<file path="src/rtl/reorder_buffer.sv">
// Circular in-order reorder buffer: allocates at tail, captures CDB results,
// retires completed head entries in program order, and serves operand lookups.
module reorder_buffer #(
    parameter int ROB_IDX_LEN = 4
) (
    input  logic                   clk,
    input  logic                   rst,
    input  logic                   fls,
    input  logic                   alloc_valid_i,
    input  logic [4:0]             alloc_rd_i,
    output logic                   alloc_ready_o,
    output logic [ROB_IDX_LEN-1:0] alloc_rob_idx_o,
    input  logic                   cdb_valid_i,
    input  logic [ROB_IDX_LEN-1:0] cdb_rob_idx_i,
    input  logic [31:0]            cdb_data_i,
    output logic                   commit_o,
    output logic [4:0]             commit_idx_o,
    output logic [ROB_IDX_LEN-1:0] commit_rob_idx_o,
    output logic [31:0]            commit_data_o,
    output logic                   speculate_o,
    output logic [4:0]             speculate_idx_o,
    output logic [ROB_IDX_LEN-1:0] speculate_data_o,
    input  logic [ROB_IDX_LEN-1:0] rd_rob_idx_i,
    output logic                   rd_ready_o,
    output logic [31:0]            rd_data_o,
    output logic                   empty_o,
    output logic [ROB_IDX_LEN:0]   count_o
);

    localparam int DEPTH = 1 << ROB_IDX_LEN;
    localparam logic [ROB_IDX_LEN:0] FULL_COUNT = {1'b1, {ROB_IDX_LEN{1'b0}}};

    logic                   valid [DEPTH];
    logic                   done  [DEPTH];
    logic [4:0]             rd    [DEPTH];
    logic [31:0]            data  [DEPTH];
    logic [ROB_IDX_LEN-1:0] head;
    logic [ROB_IDX_LEN-1:0] tail;
    logic [ROB_IDX_LEN:0]   count;
    logic                   grant;
    logic                   commit;

    // Full is judged on count alone; a retiring head does not free a slot until the next cycle.
    assign alloc_ready_o   = !rst && !fls && (count != FULL_COUNT);
    assign grant           = alloc_valid_i && alloc_ready_o;
    assign alloc_rob_idx_o = tail;

    assign speculate_o      = grant;
    assign speculate_idx_o  = alloc_rd_i;
    assign speculate_data_o = tail;

    assign commit           = !rst && valid[head] && done[head];
    assign commit_o         = commit;
    assign commit_idx_o     = rd[head];
    assign commit_rob_idx_o = head;
    assign commit_data_o    = data[head];

    assign empty_o = (count == '0);
    assign count_o = count;

    always_comb begin
        rd_ready_o = 1'b0;
        rd_data_o  = data[rd_rob_idx_i];
        if (cdb_valid_i && (cdb_rob_idx_i == rd_rob_idx_i) && valid[rd_rob_idx_i]) begin
            rd_ready_o = 1'b1;
            rd_data_o  = cdb_data_i;
        end else if (valid[rd_rob_idx_i] && done[rd_rob_idx_i]) begin
            rd_ready_o = 1'b1;
        end
    end

    // Flush keeps nothing, so the head retirement that cycle needs no state update here.
    always_ff @(posedge clk) begin
        if (rst || fls) begin
            for (int i = 0; i < DEPTH; i++) begin
                valid[i] <= 1'b0;
                done[i]  <= 1'b0;
            end
            head  <= '0;
            tail  <= '0;
            count <= '0;
        end else begin
            if (cdb_valid_i && valid[cdb_rob_idx_i]) begin
                done[cdb_rob_idx_i] <= 1'b1;
                data[cdb_rob_idx_i] <= cdb_data_i;
            end
            if (commit) begin
                valid[head] <= 1'b0;
                done[head]  <= 1'b0;
                head        <= head + 1'b1;
            end
            if (grant) begin
                valid[tail] <= 1'b1;
                done[tail]  <= 1'b0;
                rd[tail]    <= alloc_rd_i;
                tail        <= tail + 1'b1;
            end
            case ({grant, commit})
                2'b10:   count <= count + 1'b1;
                2'b01:   count <= count - 1'b1;
                default: count <= count;
            endcase
        end
    end

endmodule

</file>
<file path="config.mk">
export PLATFORM = sky130hd
export DESIGN_NAME = reorder_buffer
export DESIGN_NICKNAME = d
export VERILOG_FILES = /design/src/rtl/reorder_buffer.sv
export SDC_FILE = /design/constraint.sdc
export NUM_CORES = 1
export LEC_CHECK = 0
export CORE_MARGIN = 8
export CORE_UTILIZATION = 45
export DETAILED_ROUTE_END_ITERATION = 8
export REMOVE_ABC_BUFFERS = 1
export SETUP_SLACK_MARGIN = 0.5
export SLEW_MARGIN = 20
export SYNTH_ARGS = -nofsm -noshare
export SYNTH_HDL_FRONTEND = slang
export SYNTH_SLANG_ARGS = --single-unit
export TNS_END_PERCENT = 50
</file>
<file path="constraint.sdc">
create_clock -name clk -period 5.4 [get_ports clk]
set_input_delay 1.35 -clock clk [delete_from_list [all_inputs] [get_ports clk]]
set_output_delay 1.35 -clock clk [all_outputs]
set_load 0.02 [all_outputs]
</file>
==> metrics.txt <==
run status finished clean; die width 272 µm; Worst Clk Skew 0.0201 ns; Pins Over Slew Limit 0; CP Cell Sequence buf_16 > mux4_2 > mux4_2 > nand2_8 > bufbuf_16 > mux2_2 > clkdlybuf4s15_2; switching power 0.00222 W; crit path kind primary input to output port; Period Utilization, post-route 91.3%; insertion delay to the later sink of the worst-skew pair 0.60 ns; final hold violations 0; CP dominant cell by count mux4_2; critical path depth 7; register share of total power 51.0%; Congestion Overflow GR 0; first-pass GRT wire length 115000 µm; final net count 1666; most common cell after layout, fill and taps aside edfxtp_1; Yosys top cell by area edfxtp_1; Post-route DRC 0; Worst VDD drop 186 µV; hold depth 1; Post-synth EDFFs 592; Synth area leaders edfxtp_1 61%, mux4_2 28%, dfxtp_1 3.3%, mux2_2 1.2%, clkbuf_1 0.63%; top_reg_cell synth edfxtp_1; layout cells sized above 1 39.9%; worst slew pin tran 1.00 ns; RSZ-0062 raised after global routing true; clock slew at reported path FFs 0.06 ns; initial antenna violation count 2; CTS sink count 641; Clock Tree Buf Depth 3; Util after Layout 54.2%; Antenna Cells 0; Async SR Flop Fraction 0%; CP top delay family multiplexers; Largest stage delay, worst path 0.57 ns; DR vias 15814; Synth warnings 0; total power 0.0106 W; CP Max Fanout 7; clock share of power 44.0%; total placed cells including tap cells 2366; Detail Placement HPWL 45900 µm; R2R cell count 13; setup TNS 0 ns; worst slack at placement 0.175 ns; final setup vio count 0; vias in the first global route 16802; Final GP Congestion 0.807; antenna viol nets, final 0; Routed WL 78000 µm; wire per inst 31.0 µm; final critical-path required period 4.93 ns; Max-slew headroom 33.2%; Arr. time, crit path 3.58 ns; Num CTS Buffers 70; Peak Freq 203 MHz; CTS H-tree lvls 3; Combinational Power Share 5.1%; register bit total from synthesis 641; drt first pass iters 5; DIE AREA 0.0737 mm²; CP max-delay cell mux4_2; Sw Share 20.9%; GR Util All Layers 21.0%; syn_area_per_cell 21.0 µm²; PnR worst setup slack 0.470 ns; Pint 0.00842 W; largest net degree at the start of global routing 54; cell area after synthesis 0.0294 mm²; IO Port Bufs 145; CTS tree built; DR vias/cell 6.29; share of the synthesized area in the top cell type 60.5%; Critical Path Source Type primary input; Area growth, synth to finish 18.9%; Bufs and invs on worst path 3; DR iter-0 viols 1520; Starting Density 45.6%; Critical Path RT 4.05 ns; PD cells 305 mW/mm²; io pins 146; Layout Cells excl Fill 2516; core region area 0.0645 mm²; static leakage 10.9 nW; Critical Path End Type output port; Seq/Total Area, Yosys 63.9%; maximum capacitance violations 0; Root Buffer Master clkbuf_16; library cells used by synthesis 56; Hold Crit Class register to register; Syn Inst Count 1401; number of placement rows 93; most frequent cells in the layout 592 x edfxtp_1, 360 x mux4_2, 108 x clkdlybuf4s50_1, 75 x clkbuf_16, 72 x buf_4; Die Y 272 µm
[per-stage QoR]
stage               instance area, µm²  hold WS (ns)
global placement                 32400         0.526
finish                           34900         0.544
detailed placement               32400         0.524
CTS                              34700         0.537
global route                     34900         0.554
floorplan                        28900         0.477
[cell usage after synthesis, types with 4 or more instances]
master      n
a311oi_1   15
nor3_1     10
ha_1       10
nand3_1     6
and3_1      7
buf_1      26
mux4_2    360
clkbuf_1   49
inv_1       9
nand2_1    33
buf_4       9
and2_1      4
a21oi_1     9
nor2b_1     4
o21ai_0     7
nor3_2      4
nor2_1     45
a31o_1      4
a31o_2     13
buf_2      27
xnor2_1     5
a211oi_1    4
nand2b_1    6
edfxtp_1  592
mux2_2     32
xor2_1      7
or3_1       5
a22oi_1     6
dfxtp_1    49
[sequential cells by signal, summed over array words and instances (netlist names), named ones only]
register and count:
done 16, alloc_rob_idx_o 4, rd 80, count_o 5, data 512, valid 16, commit_rob_idx_o 4
[what timing repair did]
action,CTS,global route
gates resized for setup,116,24
cloned,3,1
buffers inserted,10,9
hold buffers,0,0
pin swaps,1,0
hold endpoints to repair,0,0
endpoints found under the setup margin,66,20
[final timing paths]
check | start | end | slack, ns
max reg2reg | register | count_o[4]$_SDFFE_PP0P_ | 1.66
min | valid[3]$_DFF_P_ | valid[3]$_DFF_P_ | 0.54
max | rd_rob_idx_i[0] | rd_data_o[12] | 0.47
min reg2reg | valid[3]$_DFF_P_ | valid[3]$_DFF_P_ | 0.54
[power groups by stage]
stage | clock network [W] | registers (W) | logic, W
after CTS | 0.00477 | 0.00542 | 0.000526
after global placement | 0 | 0.00553 | 0.000531
after global routing | 0.00494 | 0.00542 | 0.000574
final | 0.00468 | 0.00542 | 0.000540
after floorplan | 0 | 0.00553 | 0.000217
after detailed placement | 0 | 0.00553 | 0.000536
[layer usage]
metal | track usage [%] | wire length, µm
met1 | 29.2 | 32200
met2 | 34.6 | 39100
met3 | 3.46 | 5010
met4 | 5.56 | 1740
met5 | 0 | 13
[final cells by class]
cell class / instances / area [µm²]
Clock buffer: 88 / 1900
Clock inverter: 39 / 328
Fill cell: 4980 / 29500
Inverter: 10 / 41.3
Multi-Input combinational cell: 637 / 10200
Sequential cell: 641 / 18800
Tap cell: 855 / 1070
Timing Repair Buffer: 246 / 2580
[kinds of logic (layout without fill, tap and decap cells)]
family	count (synthesis)	after routing	synth area share, %
and+or+nand+nor	145	145	2.63
muxes	395	395	28.9
buffers and inverters	123	383	1.86
DFF	641	641	63.9
adders and majority gates	10	10	0.426
xor gates and xnor gates	12	12	0.358
AOI/OAI and AO/OA	75	75	1.95
Note: power is estimated with default switching activity, not from simulation.
